$ cat src/rtl/aes_stream_pkg.sv
// Shared constants, types and sizing helpers for the AES byte-stream bridge.
package aes_stream_pkg;

  localparam int BYTE_W = 8;

  typedef logic [BYTE_W-1:0] byte_t;

  // Number of bytes in one block of the given width.
  function automatic int nbytes(input int block_w);
    return block_w / BYTE_W;
  endfunction

  // Counter width able to index n items, never narrower than one bit.
  function automatic int cnt_w(input int n);
    return (n > 1) ? $clog2(n) : 1;
  endfunction

endpackage

$ cat src/rtl/aes_blk_fifo.sv
// Block-wide synchronous FIFO with an occupancy count. A write into a full
// FIFO is ignored unless a read frees a slot in the same cycle.
module aes_blk_fifo #(
  parameter int WIDTH = 128,
  parameter int DEPTH = 4
) (
  input  logic                         clk,
  input  logic                         rs_n,
  input  logic                         wr_en,
  input  logic [WIDTH-1:0]             wr_data,
  input  logic                         rd_en,
  output logic [WIDTH-1:0]             rd_data,
  output logic [$clog2(DEPTH+1)-1:0]   count,
  output logic                         full,
  output logic                         empty
);

  localparam int AW = $clog2(DEPTH);
  localparam int CW = $clog2(DEPTH + 1);

  logic [WIDTH-1:0] mem_q [DEPTH];
  logic [AW-1:0]    wr_ptr_q, wr_ptr_d;
  logic [AW-1:0]    rd_ptr_q, rd_ptr_d;
  logic [CW-1:0]    count_q, count_d;
  logic             do_wr, do_rd;

  assign full    = (count_q == CW'(DEPTH));
  assign empty   = (count_q == '0);
  assign count   = count_q;
  assign rd_data = mem_q[rd_ptr_q];
  assign do_rd   = rd_en && !empty;
  assign do_wr   = wr_en && (!full || do_rd);

  // Pointer and occupancy update.
  always_comb begin
    // NOTE: every variable gets a default first so no path leaves it unassigned (no latch).
    wr_ptr_d = wr_ptr_q;
    rd_ptr_d = rd_ptr_q;
    count_d  = count_q;
    if (do_wr) wr_ptr_d = wr_ptr_q + AW'(1);
    if (do_rd) rd_ptr_d = rd_ptr_q + AW'(1);
    if (do_wr && !do_rd)      count_d = count_q + CW'(1);
    else if (do_rd && !do_wr) count_d = count_q - CW'(1);
  end

  // Control state registers.
  always_ff @(posedge clk or negedge rs_n) begin
    // NOTE: asynchronous active-low reset; state must clear without a running clock.
    if (!rs_n) begin
      wr_ptr_q <= '0;
      rd_ptr_q <= '0;
      count_q  <= '0;
    end else begin
      // NOTE: non-blocking assignments so every flop samples pre-edge values.
      wr_ptr_q <= wr_ptr_d;
      rd_ptr_q <= rd_ptr_d;
      count_q  <= count_d;
    end
  end

  // Storage array.
  always_ff @(posedge clk) begin
    // NOTE: storage is not reset; the cleared count marks every entry invalid.
    if (do_wr) mem_q[wr_ptr_q] <= wr_data;
  end

endmodule

$ cat src/rtl/aes_byte_stream_bridge.sv
// Byte-stream front/back end for a fixed-latency, non-stallable AES pipeline:
// packs bytes into blocks, issues them under a credit limit that guarantees
// room for every returning block, and serialises ciphertext back to bytes.
module aes_byte_stream_bridge
  import aes_stream_pkg::*;
#(
  parameter int BLOCK_W   = 128,
  parameter int LAT       = 10,
  parameter int OUT_DEPTH = 4
) (
  input  logic               clk,
  input  logic               rs_n,
  input  logic [BYTE_W-1:0]  in_byte,
  input  logic               in_valid,
  output logic               in_ready,
  input  logic               abort,
  output logic               core_in_valid,
  output logic [BLOCK_W-1:0] core_in_data,
  input  logic               core_out_valid,
  input  logic [BLOCK_W-1:0] core_out_data,
  output logic [BYTE_W-1:0]  out_byte,
  output logic               out_valid,
  input  logic               out_ready,
  output logic               busy,
  output logic               err
);

  localparam int NB    = nbytes(BLOCK_W);
  localparam int CNT_W = cnt_w(NB);
  localparam int CW    = $clog2(OUT_DEPTH + 1);

  // Elaboration-time parameter sanity checks.
  if (BLOCK_W < BYTE_W || (BLOCK_W % BYTE_W) != 0) begin : g_bad_block_w
    $error("BLOCK_W must be a non-zero multiple of 8");
  end
  if (LAT < 1) begin : g_bad_lat
    $error("LAT must be at least 1");
  end
  if (OUT_DEPTH < 2 || (OUT_DEPTH & (OUT_DEPTH - 1)) != 0) begin : g_bad_depth
    $error("OUT_DEPTH must be a power of two, at least 2");
  end

  logic [CNT_W-1:0]   byte_cnt_q, byte_cnt_d;
  logic [BLOCK_W-1:0] pack_q, pack_d;
  logic [BLOCK_W-1:0] pend_q, pend_d;
  logic               pend_full_q, pend_full_d;
  logic [CW-1:0]      inflight_q, inflight_d;
  logic [BLOCK_W-1:0] ser_q, ser_d;
  logic [CNT_W-1:0]   ser_cnt_q, ser_cnt_d;
  logic               ser_full_q, ser_full_d;
  logic               err_q, err_d;

  logic [BLOCK_W-1:0] fifo_rd_data;
  logic [CW-1:0]      fifo_count;
  logic               fifo_full, fifo_empty;
  logic               in_fire, issue, pop, out_fire, overflow;

  // Blocks that will land in the FIFO (queued plus in the pipeline) must
  // never exceed its depth; the serialiser holds one extra block on top.
  assign issue    = pend_full_q && ((int'(fifo_count) + int'(inflight_q)) < OUT_DEPTH);
  assign in_ready = !pend_full_q && !abort;
  assign in_fire  = in_valid && in_ready;
  assign pop      = !ser_full_q && !fifo_empty;
  assign out_fire = ser_full_q && out_ready;
  assign overflow = core_out_valid && fifo_full && !pop;

  assign core_in_valid = issue;
  assign core_in_data  = pend_q;
  assign out_byte      = ser_q[BLOCK_W-1 -: BYTE_W];
  assign out_valid     = ser_full_q;
  assign err           = err_q;
  assign busy          = pend_full_q | (byte_cnt_q != '0) | (inflight_q != '0)
                       | !fifo_empty | ser_full_q;

  aes_blk_fifo #(
    .WIDTH (BLOCK_W),
    .DEPTH (OUT_DEPTH)
  ) u_fifo (
    .clk     (clk),
    .rs_n    (rs_n),
    .wr_en   (core_out_valid),
    .wr_data (core_out_data),
    .rd_en   (pop),
    .rd_data (fifo_rd_data),
    .count   (fifo_count),
    .full    (fifo_full),
    .empty   (fifo_empty)
  );

  // Packer, pending register, in-flight credit and sticky overflow flag.
  always_comb begin
    byte_cnt_d  = byte_cnt_q;
    pack_d      = pack_q;
    pend_d      = pend_q;
    pend_full_d = pend_full_q;
    inflight_d  = inflight_q;
    err_d       = err_q | overflow;

    if (abort) begin
      byte_cnt_d = '0;
      pack_d     = '0;
    end else if (in_fire) begin
      // Bytes fill MSB-first; unfilled positions are still zero, so OR-in.
      pack_d = pack_q | (BLOCK_W'(in_byte) << (BLOCK_W - BYTE_W * (int'(byte_cnt_q) + 1)));
      if (byte_cnt_q == CNT_W'(NB - 1)) begin
        pend_d      = pack_d;
        pend_full_d = 1'b1;
        pack_d      = '0;
        byte_cnt_d  = '0;
      end else begin
        byte_cnt_d = byte_cnt_q + CNT_W'(1);
      end
    end

    if (issue) pend_full_d = 1'b0;

    // A stray return with nothing in flight must not wrap the counter.
    if (issue && !core_out_valid)                         inflight_d = inflight_q + CW'(1);
    else if (!issue && core_out_valid && inflight_q != '0) inflight_d = inflight_q - CW'(1);
  end

  // Serialiser: load from the FIFO when idle, shift one byte per handshake.
  always_comb begin
    ser_d      = ser_q;
    ser_cnt_d  = ser_cnt_q;
    ser_full_d = ser_full_q;
    if (pop) begin
      ser_d      = fifo_rd_data;
      ser_cnt_d  = '0;
      ser_full_d = 1'b1;
    end else if (out_fire) begin
      ser_d = ser_q << BYTE_W;
      if (ser_cnt_q == CNT_W'(NB - 1)) begin
        ser_cnt_d  = '0;
        ser_full_d = 1'b0;
      end else begin
        ser_cnt_d = ser_cnt_q + CNT_W'(1);
      end
    end
  end

  // State registers.
  always_ff @(posedge clk or negedge rs_n) begin
    if (!rs_n) begin
      byte_cnt_q  <= '0;
      pack_q      <= '0;
      pend_q      <= '0;
      pend_full_q <= 1'b0;
      inflight_q  <= '0;
      ser_q       <= '0;
      ser_cnt_q   <= '0;
      ser_full_q  <= 1'b0;
      err_q       <= 1'b0;
    end else begin
      byte_cnt_q  <= byte_cnt_d;
      pack_q      <= pack_d;
      pend_q      <= pend_d;
      pend_full_q <= pend_full_d;
      inflight_q  <= inflight_d;
      ser_q       <= ser_d;
      ser_cnt_q   <= ser_cnt_d;
      ser_full_q  <= ser_full_d;
      err_q       <= err_d;
    end
  end

endmodule

$ cat config.mk
export PLATFORM = sky130hd
export DESIGN_NAME = aes_byte_stream_bridge
export DESIGN_NICKNAME = d
export VERILOG_FILES = /design/src/rtl/aes_stream_pkg.sv /design/src/rtl/aes_blk_fifo.sv /design/src/rtl/aes_byte_stream_bridge.sv
export SDC_FILE = /design/constraint.sdc
export NUM_CORES = 1
export LEC_CHECK = 0
export CORE_ASPECT_RATIO = 0.7
export CORE_MARGIN = 2
export CORE_UTILIZATION = 40
export CTS_CLUSTER_SIZE = 30
export DETAILED_ROUTE_END_ITERATION = 8
export PLACE_DENSITY_LB_ADDON = 0.05
export SLEW_MARGIN = 20
export SYNTH_ARGS = -nofsm -noshare
export SYNTH_HDL_FRONTEND = slang
export SYNTH_HIERARCHICAL = 1
export SYNTH_SLANG_ARGS = --single-unit
$ cat constraint.sdc
create_clock -name clk -period 7.3 [get_ports clk]
set_input_delay 1.825 -clock clk [delete_from_list [all_inputs] [get_ports clk]]
set_output_delay 1.825 -clock clk [all_outputs]
set_load 0.02 [all_outputs]
Yosys cells after proc, flatten, opt, wreduce, memory -nomap -nowiden

Memory sizes are Yosys's and may differ from the RTL's.
Index checks and enable logic that the tools add are counted.

Bits in registers: 405
RAM bits: 512
Bits of input ports: 142
Output and inout port bits: 141
Memories kept: 1

Memories:

| name         | words | width | rd ports | clocked after Yosys merged registers in | wr ports | line               | RTL |
|---|---|---|---|---|---|---|---|
| u_fifo.mem_q | 4     | 128   | 1        | 0                                       | 1        | aes_blk_fifo.sv:21 | `logic [WIDTH-1:0] mem_q [DEPTH];` |

Add/sub/neg operators: 11
$lt $le $gt $ge: 1
Equal/unequal tests: 4
Shift-type cells: 1
Mux-type cells: 24
Bitwise logic cells: 7
Reductions and logical operators: 38

Operators with widths:

| cell                                                                  | count |
|---|---|
| 128-bit two-way mux                                                   | 5 |
| 128-bit OR                                                            | 1 |
| 8-bit by 32-bit left shift with 128-bit output                        | 1 |
| 4-bit two-way mux                                                     | 6 |
| 1-bit logical AND                                                     | 14 |
| 2-bit nonzero test                                                    | 7 |
| 3-bit two-way mux                                                     | 4 |
| 1-bit zero test                                                       | 10 |
| 1-bit two-way mux                                                     | 9 |
| 8-bit by 8-bit subtractor with 9-bit output (first input constant)    | 1 |
| 4-bit by 1-bit adder with 4-bit output (second input constant)        | 2 |
| 4-bit equality test (second input constant)                           | 2 |
| 3-bit by 1-bit adder with 3-bit output (second input constant)        | 2 |
| 3-bit AND reduction                                                   | 2 |
| 3-bit by 1-bit subtractor with 3-bit output (second input constant)   | 2 |
| 4-bit by 1-bit adder with 5-bit output (second input constant)        | 1 |
| 1-bit OR                                                              | 5 |
| 2-bit by 1-bit adder with 2-bit output (second input constant)        | 2 |
| 3-bit by 3-bit adder with 4-bit output                                | 1 |
| 4-bit by 3-bit < comparator with 1-bit output (second input constant) | 1 |
| 4-bit nonzero test                                                    | 1 |
| 3-bit equality test (second input constant)                           | 1 |
| 3-bit zero test                                                       | 1 |
| 3-bit nonzero test                                                    | 1 |
| 4 further kinds                                                       | 4 |

Depth between registers and ports, before layout

Gate-level depths: netlist (run 1).

Word-level depth: 10
Mapped depth: 12
Gate-level depth less buffers: 10

Modules after synthesis

Netlist (run 1), hierarchy kept.

Modules (own cells, without submodules):

| module                 | times used | cells an instance | area each (um2) | sequential area each (um2) |
|---|---|---|---|---|
| aes_blk_fifo           | 1          | 704               | 18,894.4        | 15,549.9 |
| aes_byte_stream_bridge | 1          | 1,612             | 15,997.8        | 9,959.6 |

Worst setup path before layout (run 1)

No wires, ideal clock.

Path kind: input to register
Start: input core_out_valid
End: memory u_fifo.mem_q[0][0], enable pin
Arrival time: 5.073 ns
Setup slack: 1.724 ns
Stages on the path: 2
Cells stage by stage: a21boi_2 and2_1

Word-level cells in the longest chain between the ends: 3

RTL lines:

| item                                    | line                         | RTL |
|---|---|---|
| start: declaration                      | aes_byte_stream_bridge.sv:19 | `input logic core_out_valid,` |
| 1-bit logical AND                       | aes_blk_fifo.sv:32           | `assign do_wr = wr_en && (!full \|\| do_rd);` |
| 1-bit two-way mux                       | aes_blk_fifo.sv:64           | `if (do_wr) mem_q[wr_ptr_q] <= wr_data;` |
| 1-bit two-way mux (implied by the code) | aes_blk_fifo.sv:64           |  |
| end: declaration                        | aes_blk_fifo.sv:21           |  |

No other way between the ends.

Worst setup path in the final report (run 1)

Start: input abort
End: output in_ready

Word-level cells in the longest chain between the ends: 2

RTL lines:

| item               | line                         | RTL |
|---|---|---|
| start: declaration | aes_byte_stream_bridge.sv:16 | `input logic abort,` |
| 1-bit zero test    | aes_byte_stream_bridge.sv:61 | `assign in_ready = !pend_full_q && !abort;` |
| 1-bit logical AND  | aes_byte_stream_bridge.sv:61 |  |
| end: declaration   | aes_byte_stream_bridge.sv:15 | `output logic in_ready,` |

No other way between the ends.

==> results of run 1 <==
==> layer usage <==
metal	share of wire, %	wire (µm)
met3	4.0	3460
met2	47	40800
met4	1.9	1660
met1	47	41100
met5	0	0
==> how the worst min path moves through the flow <==
stage | slack, ns | end | startpoint
2_1_floorplan | 0.44 | core_in_data[100]$_DFFE_PN0P_ | pack_q[100]$_DFFE_PN0P_
3_3_place_gp | 0.45 | core_in_data[98]$_DFFE_PN0P_ | pack_q[98]$_DFFE_PN0P_
3_5_place_dp | 0.46 | core_in_data[32]$_DFFE_PN0P_ | pack_q[32]$_DFFE_PN0P_
4_1_cts | 0.47 | core_in_data[32]$_DFFE_PN0P_ | pack_q[32]$_DFFE_PN0P_
5_1_grt | 0.48 | core_in_data[68]$_DFFE_PN0P_ | pack_q[68]$_DFFE_PN0P_
6_report | 0.47 | core_in_data[32]$_DFFE_PN0P_ | pack_q[32]$_DFFE_PN0P_
==> cells in the mapped netlist (all sizes together), types with 2 or more instances <==
| master | instances |
|---|---|
| clkbuf | 89 |
| edfxtp | 512 |
| nand4 | 3 |
| nand3b | 4 |
| xnor2 | 6 |
| and3 | 2 |
| nor2b | 2 |
| inv | 9 |
| a31oi | 8 |
| or2 | 2 |
| o21ai | 145 |
| nor4 | 2 |
| fa | 2 |
| dfrtp | 405 |
| xor2 | 6 |
| ha | 10 |
| nand3 | 14 |
| and2 | 10 |
| buf | 60 |
| or3b | 2 |
| a22oi | 112 |
| nand2 | 597 |
| a211oi | 2 |
| nor4b | 3 |
| nand2b | 4 |
| nor3 | 6 |
| nor3b | 3 |
| o31ai | 2 |
| a21oi | 60 |
| o21bai | 2 |
| mux4 | 128 |
| mux2i | 11 |
| a21boi | 2 |
| a22o | 58 |
| nor2 | 23 |
| mux2 | 3 |
==> stage by stage <==
step / power, mW / setup WS [ns] / hold slack [ns] / utilization [%] / cell area (µm²)
global placement: 8.64 / 2.33 / 0.452 / 44.9 / 38800
detailed placement: 8.68 / 2.32 / 0.456 / 44.9 / 38800
global route: 13.9 / 2.26 / 0.478 / 48.5 / 41800
finish: 13.3 / 2.33 / 0.467 / 48.5 / 41800
floorplan: 8.01 / 1.72 / 0.439 / - / 34900
CTS: 13.5 / 2.32 / 0.467 / 48.5 / 41800
==> layout by cell type, fill, tap and decap left out, drive strengths merged, types with 3 or more instances in the layout <==
| cell | count |
|---|---|
| nor3b | 3 |
| nand3 | 14 |
| nor3 | 6 |
| clkinv | 26 |
| mux2i | 11 |
| mux4 | 128 |
| xnor2 | 6 |
| a31oi | 8 |
| clkdlybuf4s50 | 281 |
| nand2b | 4 |
| inv | 12 |
| mux2 | 3 |
| xor2 | 6 |
| a21oi | 60 |
| buf | 27 |
| a22o | 58 |
| ha | 10 |
| o21ai | 145 |
| nor2 | 23 |
| bufinv | 4 |
| nand3b | 4 |
| nor4b | 3 |
| diode | 4 |
| nand4 | 3 |
| edfxtp | 512 |
| a22oi | 112 |
| dfrtp | 405 |
| nand2 | 597 |
| and2 | 10 |
| clkbuf | 138 |
==> sequential cells by signal, summed over array words and instances (netlist names) <==
register,cells
u_fifo/mem_q,512
core_in_data,128
pack_q,128
ser_q,128
byte_cnt_q,4
ser_cnt_q,4
inflight_q,3
u_fifo/count,3
u_fifo/rd_ptr_q,2
u_fifo/wr_ptr_q,2
err,1
out_valid,1
pend_full_q,1
==> kinds of logic after synthesis <==
family / count (synthesis) / synth area share (%)
AO/OA/AOI/OAI: 395 / 7.33
XOR/XNOR: 12 / 0.301
adder cells (fa/ha/maj): 12 / 0.473
buffers and inverters: 158 / 2.20
flip-flops: 917 / 73.1
multiplexers: 142 / 8.67
AND/OR/NAND/NOR: 680 / 7.91
==> final cells by class <==
class                           instances  area (µm²)
Fill cell                            7547       44400
Sequential cell                       917       25500
Multi-Input combinational cell       1241        8670
Timing Repair Buffer                  308        3120
Clock buffer                          138        2750
Tap cell                             1150        1440
Clock inverter                         34         299
Inverter                                9        33.8
Antenna cell                            4        10.0
==> critical path: cells and delay by family <==
family,cells,cell delay (ns)
buffers and inverters,2,1.16
AND/OR/NAND/NOR,1,0.16
==> report_power, final <==
group          internal [mW]  leakage [nW]  total, mW  switching (mW)
clock network           2.75          1.51       4.74            1.99
logic                  0.774          4.43       1.85            1.07
registers               6.36          10.3       6.68           0.322
total                   9.88          16.2       13.3            3.38
==> run metrics, run 1 <==
grt ovf 0; hold depth 2; Die Ht between 200 and 300 µm; reg2reg start byte_cnt_q[0]$_DFFE_PN0P_; met1 Track Usage GR 29.3%; Root Driver clkbuf_16; initial antenna violation count 8; peak supply drop 0.000186 V; largest net degree at the start of global routing 142; placed wire-length estimate approximately 51,000 µm; actual slew at the worst max-slew pin 1.01 ns; post-CTS setup buffer count 0; CP startpoint kind input pin; prevailing post-synth register cell edfxtp_1; CP dominant cell by count clkdlybuf4s50_1; drt first pass iters 5; ANT nets after route 0; DR vias/cell ~5.3; H-tree Lvls 3; max_cap viols 0; CTS Buf Count 92; ys async rst share around 44%; Final Hold Viols 0; critical path startpoint abort; clock latency on the worst-skew pair approximately 0.65 ns; busiest grt layer met2; number of cells after detailed placement between 3,000 and 4,000; die area 89,600 µm²; WP data required roughly 5.5 ns; core area around 86,000 µm²; final WL a little under 90,000 µm; area growth from synthesis to layout 19.9%; Pwr Density between 300 and 400 nW/µm²; io pins about 280; # port buffers 282; final setup violation count 0; Worst Hold Class flip-flop to flip-flop; global-route met2 utilization between 30% and 40%; Vias roughly 20,000; Final Cycle Share between 60% and 70%; nets approximately 2,700; Overall Global Routing Usage 19.6%; Finished Layout Cells between 3,000 and 4,000; Slew HR around 32%; Post-Synthesis Cells approximately 2,300; EDFF count, synth between 500 and 600; Critical Path End Type output pin; GR Util met3 just under 3%; r2r setup slk 4.09 ns; CP peak stage delay just over 0.6 ns; syn_area_per_cell about 15 µm²; min Tclk post-route around 5.0 ns; die width about 360 µm; RSZ-0062 raised after global routing no; Netlist Area Pre-Place ~35,000 µm²; Critical Path, Cell by Cell clkdlybuf4s50_1 -> nor2_1 -> clkdlybuf4s50_1; clk buf depth 3; Netlist cell types between 50 and 60; top cell type's share of synthesized area between 40% and 50%; first-pass GRT wire length about 130,000 µm; kind of critical path input pin to output pin; CTS tree built; vias in the first global route just over 20,000; R2R depth 6; Seq/Total Area, Yosys approximately three quarters; leak pwr approximately 16 nW; Placer Congestion around 0.79; drt drc 0; clock slew at reported path FFs ~0.060 ns; Synth area leaders edfxtp_1 (44%), dfrtp_1 (29%), mux4_2 (8.3%); flops & latches, synth roughly 920; PostCTS Resize Cnt 0; share of cells above drive strength 1 between 10% and 20%; Critical R2R Capture core_in_data[32]$_DFFE_PN0P_; Cell Rows 90; initial core utilization about two fifths; TritonCTS Sinks approximately 900; CP max FO 5; Initial DRC Count ~1,400; Worst Path Arrival roughly 3.2 ns; syn_nets around 2,500; Fin Setup TNS 0 ns; Slew Viols, Final 0; DR WL/cell between 20 and 25 µm; outcome finished clean; fmax a little over 200 MHz; # hold bufs at CTS 0; Yosys top cell by area edfxtp_1; YS warnings 6; Final Skew 0.0229 ns; critical path endpoint in_ready; Crit-path slowest cell clkdlybuf4s50_1
Power figures use the tool's default switching activity.
==> run 2, diff against run 1 <==
- clock period: 7.3 -> 4.7 ns (I/O delays scaled with it)
==> run 2 against run 1 <==
  * Cell area increased by 0.80%
  * Worst setup slack got worse by 1.7 ns
  * Wire length is 0.41% higher
  * Critical path depth is 2 higher
  * Sequential cell count stayed put
  * Hold slack lost 0.0017 ns
  * Combinational power is 62% higher
  * Global-route usage is 0.12 points higher
  * Count of clock-buffer cells in the layout shrank 7
  * Cell count grew 0.29%
  * Register-to-register slack got worse by 2.7 ns
  * Largest power group unchanged
==> run metrics, run 2 (synthesis gave the netlist of run 1 again) <==
CTS Buf Count 91 (-1.1%); Clock power frac 35.8% (about the same); dpl cell area 39,100 µm² (+0.81%); commonest non-fill, non-tap cell in the layout nand2_1; kind of cell adding the most delay to the critical path buffers and inverters; Internal Power 15.6 mW (+57%); DR WL/cell 22.9 µm (+0.12%); drt first pass iters 5 (unchanged); clock latency on the worst-skew pair 0.66 ns (about the same); Critical Path, Cell by Cell ha_1 -> nor3_1 -> nand3_1 -> inv_1 -> clkdlybuf4s50_1; Pwr Density 494 nW/µm² (+56%); clk buf depth 3 (unchanged); Vias 20,100 (+0.030%); max FFs per register 512 (unchanged); Die Ht 251 µm (unchanged); CP startpoint kind flip-flop; Critical Path End Type output pin; Crit-path slowest cell clkdlybuf4s50_1; Slew HR 26.7% (-5.8 points); kind of critical path flip-flop to output pin; CP peak stage delay 0.71 ns (+0.10 ns); die width 357 µm (unchanged); vias in the first global route 21,000 (+0.86%); grt ovf 0 (unchanged); fmax 248 MHz; max_cap viols 0 (unchanged); crit path buf inv count 2 (unchanged); Cell Rows 90 (unchanged); drt drc 0 (unchanged); Min Hold Slack 0.465 ns (-0.00169 ns); die area 89,600 µm² (unchanged); actual slew at the worst max-slew pin 1.09 ns (+0.0800 ns); # port buffers 282 (unchanged); combinational share of power 14.4% (+0.5 points); final setup violation count 0 (unchanged); largest net degree at the start of global routing 118 (-17%); min Tclk post-route roughly 4.0 ns; Final Cycle Share between 80% and 90%; share of cells above drive strength 1 13.0% (+0.31 points); nets 2,735 (+0.44%); Overall Global Routing Usage 19.8% (+0.12 points); Placer Congestion 0.779 (-1.3%); share of power burned in registers 49.8% (-0.6 points); clock slew at reported path FFs 0.06 ns (about the same); # hold bufs at CTS 0 (unchanged); ANT nets after route 0 (unchanged); DR vias/cell 5.29 (-0.26%); Root Driver clkbuf_16; Reg with most FFs u_fifo/mem_q; area growth from synthesis to layout 20.9%; Final Hold Viols 0 (unchanged); CTS tree built; Fin Setup TNS 0 ns (unchanged); Sw Pwr 5.27 mW (+56%); initial core utilization 40.5% (unchanged); H-tree Lvls 3 (unchanged); fillcell total 7,470 (-1.0%); Slew Viols, Final 0 (unchanged); PostCTS Resize Cnt 0 (unchanged); Tot Pwr 20.8 mW (+57%); Sw Share 25.3% (-0.17 points); Initial DRC Count 1,594 (+10%); RSZ-0062 raised after global routing no; CP max FO 7 (+2); most frequent cells in the layout nand2_1 (597), edfxtp_1 (512), dfrtp_1 (403), clkdlybuf4s50_1 (281), o21ai_0 (137); WP data required 3.52 ns (-1.96 ns); Worst Hold Class flip-flop to flip-flop; leak pwr 16.4 nW (+0.82%); TritonCTS Sinks 917 (unchanged); Final Skew 0.0204 ns (-0.00248 ns); post-CTS setup buffer count 0 (unchanged); final WL 87,400 µm (+0.41%); post-route cell area 42,200 µm² (+0.80%); placed wire-length estimate 53,500 µm (+4.3%); peak supply drop 0.000299 V (+60%); outcome finished clean; core area 86,300 µm² (unchanged); initial antenna violation count 10 (+2); Worst Path Arrival 2.86 ns (-0.29 ns); io pins 283 (unchanged); first-pass GRT wire length 133,000 µm (+0.84%)
==> run 2: metrics by stage <==
stage	std cells	util, %	setup slack (ns)
6_report	3812	48.9	0.661
5_1_grt	3812	48.9	0.424
4_1_cts	3810	48.9	0.585
3_5_place_dp	3638	45.3	0.984
3_3_place_gp	3638	45.3	0.995
2_1_floorplan	2316	-	0.912
==> run 2: layer usage <==
layer / GRT usage, % / share of wire [%] / wire length [µm] / up-vias
li1: - / - / - / 9049
met1: 29.2 / 47 / 40700 / 10500
met2: 30.4 / 47 / 41100 / 433
met3: 3.48 / 4.5 / 3900 / 130
met4: 5.01 / 2.0 / 1710 / 10
met5: 0 / 0.062 / 54 / -
==> run 2: worst register-to-register path, delay by kind of cell (launching register included) <==
family	cells	cell delay, ns
DFF	1	0.78
buffers and inverters	1	0.10
adders and majority gates	1	0.79
and+or+nand+nor	2	1.37
AOI/OAI and AO/OA	1	0.19
==> run 2: final cells by class <==
class / instances / area [µm²] / area share [%]
sequential: 917 / 25500 / 60.5
multi-input combinational: 1241 / 8660 / 20.5
timing repair buffer: 321 / 3420 / 8.11
clock buffer: 131 / 2660 / 6.31
tap: 1150 / 1440 / 3.41
clock inverter: 41 / 433 / 1.03
inverter: 9 / 33.8 / 0.0801
antenna: 2 / 5.00 / 0.0119
==> run 2: final timing paths <==
path | endpoint | slack (ns) | cells after the start | from
max in group asynchronous | ser_q[72]$_DFFE_PN0P_ | 2.89 | 2 | rs_n
worst max-delay path | core_in_valid | 0.66 | 5 | inflight_q[2]$_DFFE_PN0P_
worst min-delay path | core_in_data[71]$_DFFE_PN0P_ | 0.47 | 2 | pack_q[71]$_DFFE_PN0P_
worst max register to register | pack_q[111]$_DFFE_PN0P_ | 1.42 | 5 | byte_cnt_q[0]$_DFFE_PN0P_
min in group asynchronous | core_in_data[75]$_DFFE_PN0P_ | 0.55 | 1 | rs_n
worst min register to register | core_in_data[71]$_DFFE_PN0P_ | 0.47 | 2 | pack_q[71]$_DFFE_PN0P_
==> run 2: power by group through the flow <==
stage / Combinational, mW / Sequential, mW / Clock, mW
2_1_floorplan: 2.01 / 10.4 / 0
3_3_place_gp: 3.05 / 10.5 / 0
3_5_place_dp: 3.08 / 10.5 / 0
4_1_cts: 3.09 / 10.4 / 7.66
5_1_grt: 3.29 / 10.5 / 8.01
6_report: 3.00 / 10.4 / 7.46
==> run 3, diff against run 2 <==
- CORE_ASPECT_RATIO: 0.7 -> 2
- HOLD_SLACK_MARGIN: default -> 0.03
- TNS_END_PERCENT: default -> 50
==> run 3 against run 2 <==
  * Clock power decreased by 2%
  * Register-to-register slack improved by 0.07 ns
  * Utilization decreased by 0.46 points
  * Cell area decreased by 0.42%
  * Total power decreased by 0.81%
  * Sequential share of layout area increased by 0.25 points
  * Largest power group unchanged
==> run metrics, run 3 (synthesis gave the netlist of run 1 again) <==
outcome finished clean; initial core utilization 40.2% (-0.22 points); fmax 249 MHz (+0.46%); final WL 86,300 µm (-1.3%); max FFs per register 512 (unchanged); CTS tree built; crit path buf inv count 2 (unchanged); largest net degree at the start of global routing 129 (+9.3%); WP depth 5 (unchanged); H-tree Lvls 3 (unchanged); Slew HR 24.5% (-2.2 points); clk buf depth 3 (unchanged); max_cap viols 0 (unchanged); ANT nets after route 0 (unchanged); min Tclk post-route 4.02 ns (-0.0183 ns); Root Driver clkbuf_16; Core Util, Final 48.4% (-0.46 points); CP startpoint kind flip-flop; fillcell total 7,628 (+2.1%); drt first pass iters 5 (unchanged); placed wire-length estimate 53,800 µm (+0.47%); DR vias/cell 5.21 (-1.3%); actual slew at the worst max-slew pin 1.13 ns (+0.0353 ns); clock latency on the worst-skew pair 0.67 ns (about the same); share of cells above drive strength 1 12.8% (-0.12 points); Final WS setup 0.679 ns (+0.0183 ns); TritonCTS Sinks 917 (unchanged); number of cells after detailed placement 3,652 (+0.38%); Slew Viols, Final 0 (unchanged); die width 213 µm (-40%); Overall Global Routing Usage 19.8% (about the same); multi-input logic area 8660 µm² (unchanged); Vias 19,900 (-1.4%); Final Hold Viols 0 (unchanged); first-pass GRT wire length 133,000 µm (-0.17%); leak pwr 16.3 nW (-0.61%); most frequent cells in the layout nand2_1 (597), edfxtp_1 (512), dfrtp_1 (403), clkdlybuf4s50_1 (281), o21ai_0 (137); post-CTS setup buffer count 0 (unchanged); pre-CTS setup slack 0.944 ns (-0.0404 ns); Crit-path slowest cell clkdlybuf4s50_1; kind of cell adding the most delay to the critical path buffers and inverters; Initial DRC Count 1,280 (-20%); Final Cycle Share 85.5% (-0.39 points); area growth from synthesis to layout 20.4%; post-route cell area 42,000 µm² (-0.42%); Min Hold Slack 0.465 ns (+0.000196 ns); peak supply drop 0.000364 V (+22%); CP max FO 7 (unchanged); Critical Path, Cell by Cell ha_1 -> nor3_1 -> nand3_1 -> inv_1 -> clkdlybuf4s50_1; Die Ht 422 µm (+68%); Final Skew 0.0198 ns (-0.000586 ns); die area 89,800 µm² (+0.12%); # hold bufs at CTS 0 (unchanged); PostCTS Resize Cnt 0 (unchanged); Pwr Density 492 nW/µm² (-0.40%); commonest non-fill, non-tap cell in the layout nand2_1; Worst Path Arrival 2.85 ns (about the same); R2R depth 5 (unchanged); Finished Layout Cells 3,810 (-0.052%); dpl cell area 39,000 µm² (-0.15%); CP peak stage delay 0.70 ns (about the same); WP data required 3.52 ns (about the same); final setup violation count 0 (unchanged); # port buffers 282 (unchanged); grt ovf 0 (unchanged); Reg with most FFs u_fifo/mem_q; kind of critical path flip-flop to output pin; Critical Path End Type output pin; vias in the first global route 21,300 (+1.4%); Placer Congestion 0.840 (+7.8%); Cell Rows 153 (+70%); hold depth 2 (unchanged); nets 2,730 (-0.18%); core area 86,700 µm² (+0.54%); CTS Buf Count 84 (-7.7%); RSZ-0062 raised after global routing no; Worst Hold Class flip-flop to flip-flop; register area 25,500 µm² (unchanged); initial antenna violation count 15 (+5); io pins 283 (unchanged); drt drc 0 (unchanged); DR WL/cell 22.7 µm (-1.2%); clock slew at reported path FFs 0.06 ns (about the same)
-- run 3: changes by cell type in the layout (fill, tap and decap cells not counted), moves of 6 or more --
cell and change:
buf_4 +9, clkinv_2 -6, clkbuf_8 -6, clkinv_1 -8
buf_12 -7, clkbuf_16 -7
-- run 3: worst paths after layout --
kind	from	end	slack, ns
min	pack_q[25]$_DFFE_PN0P_	core_in_data[25]$_DFFE_PN0P_	0.47
max reg2reg	byte_cnt_q[0]$_DFFE_PN0P_	pack_q[108]$_DFFE_PN0P_	1.49
min in group asynchronous	rs_n	core_in_data[97]$_DFFE_PN0P_	0.51
min reg2reg	pack_q[25]$_DFFE_PN0P_	core_in_data[25]$_DFFE_PN0P_	0.47
max in group asynchronous	rs_n	ser_q[64]$_DFFE_PN0P_	3.11
max	inflight_q[2]$_DFFE_PN0P_	core_in_valid	0.68
-- run 3: per-stage QoR --
step                power [mW]  TNS (ns)
finish                    20.7         0
global route              21.6         0
CTS                       21.0         0
detailed placement        13.6         0
global placement          13.5         0
floorplan                 12.4   -129.71
-- run 3: power breakdown --
part           switching [mW]  internal (mW)  leakage [nW]
registers               0.510           9.86          10.3
clock network            3.10           4.23          1.43
logic                    1.68           1.27          4.54
-- run 3: worst register-to-register path: cells and delay by family, from the launching register on --
kind	cells	cell delay [ns]
flip-flops	1	0.72
AO/OA/AOI/OAI	1	0.18
AND/OR/NAND/NOR	2	1.40
adder cells (fa/ha/maj)	1	0.75
buffers and inverters	1	0.10
-- run 3: per-layer routing --
layer | share of wire [%] | GRT usage, % | up-vias
met3 | 5.0 | 4.29 | 131
met2 | 54 | 36.1 | 437
met5 | 0.23 | 0 | -
met4 | 2.0 | 5.44 | 30
li1 | - | - | 9002
met1 | 38 | 23.1 | 10300
-- run 3: layout make-up --
type                       count  area share, %
clock buffer                 117           5.72
timing repair buffer         323           7.97
multi-input combinational   1241           20.6
inverter                       9         0.0804
tap                         1162           3.46
clock inverter                39           1.37
antenna                        2         0.0119
sequential                   917           60.8
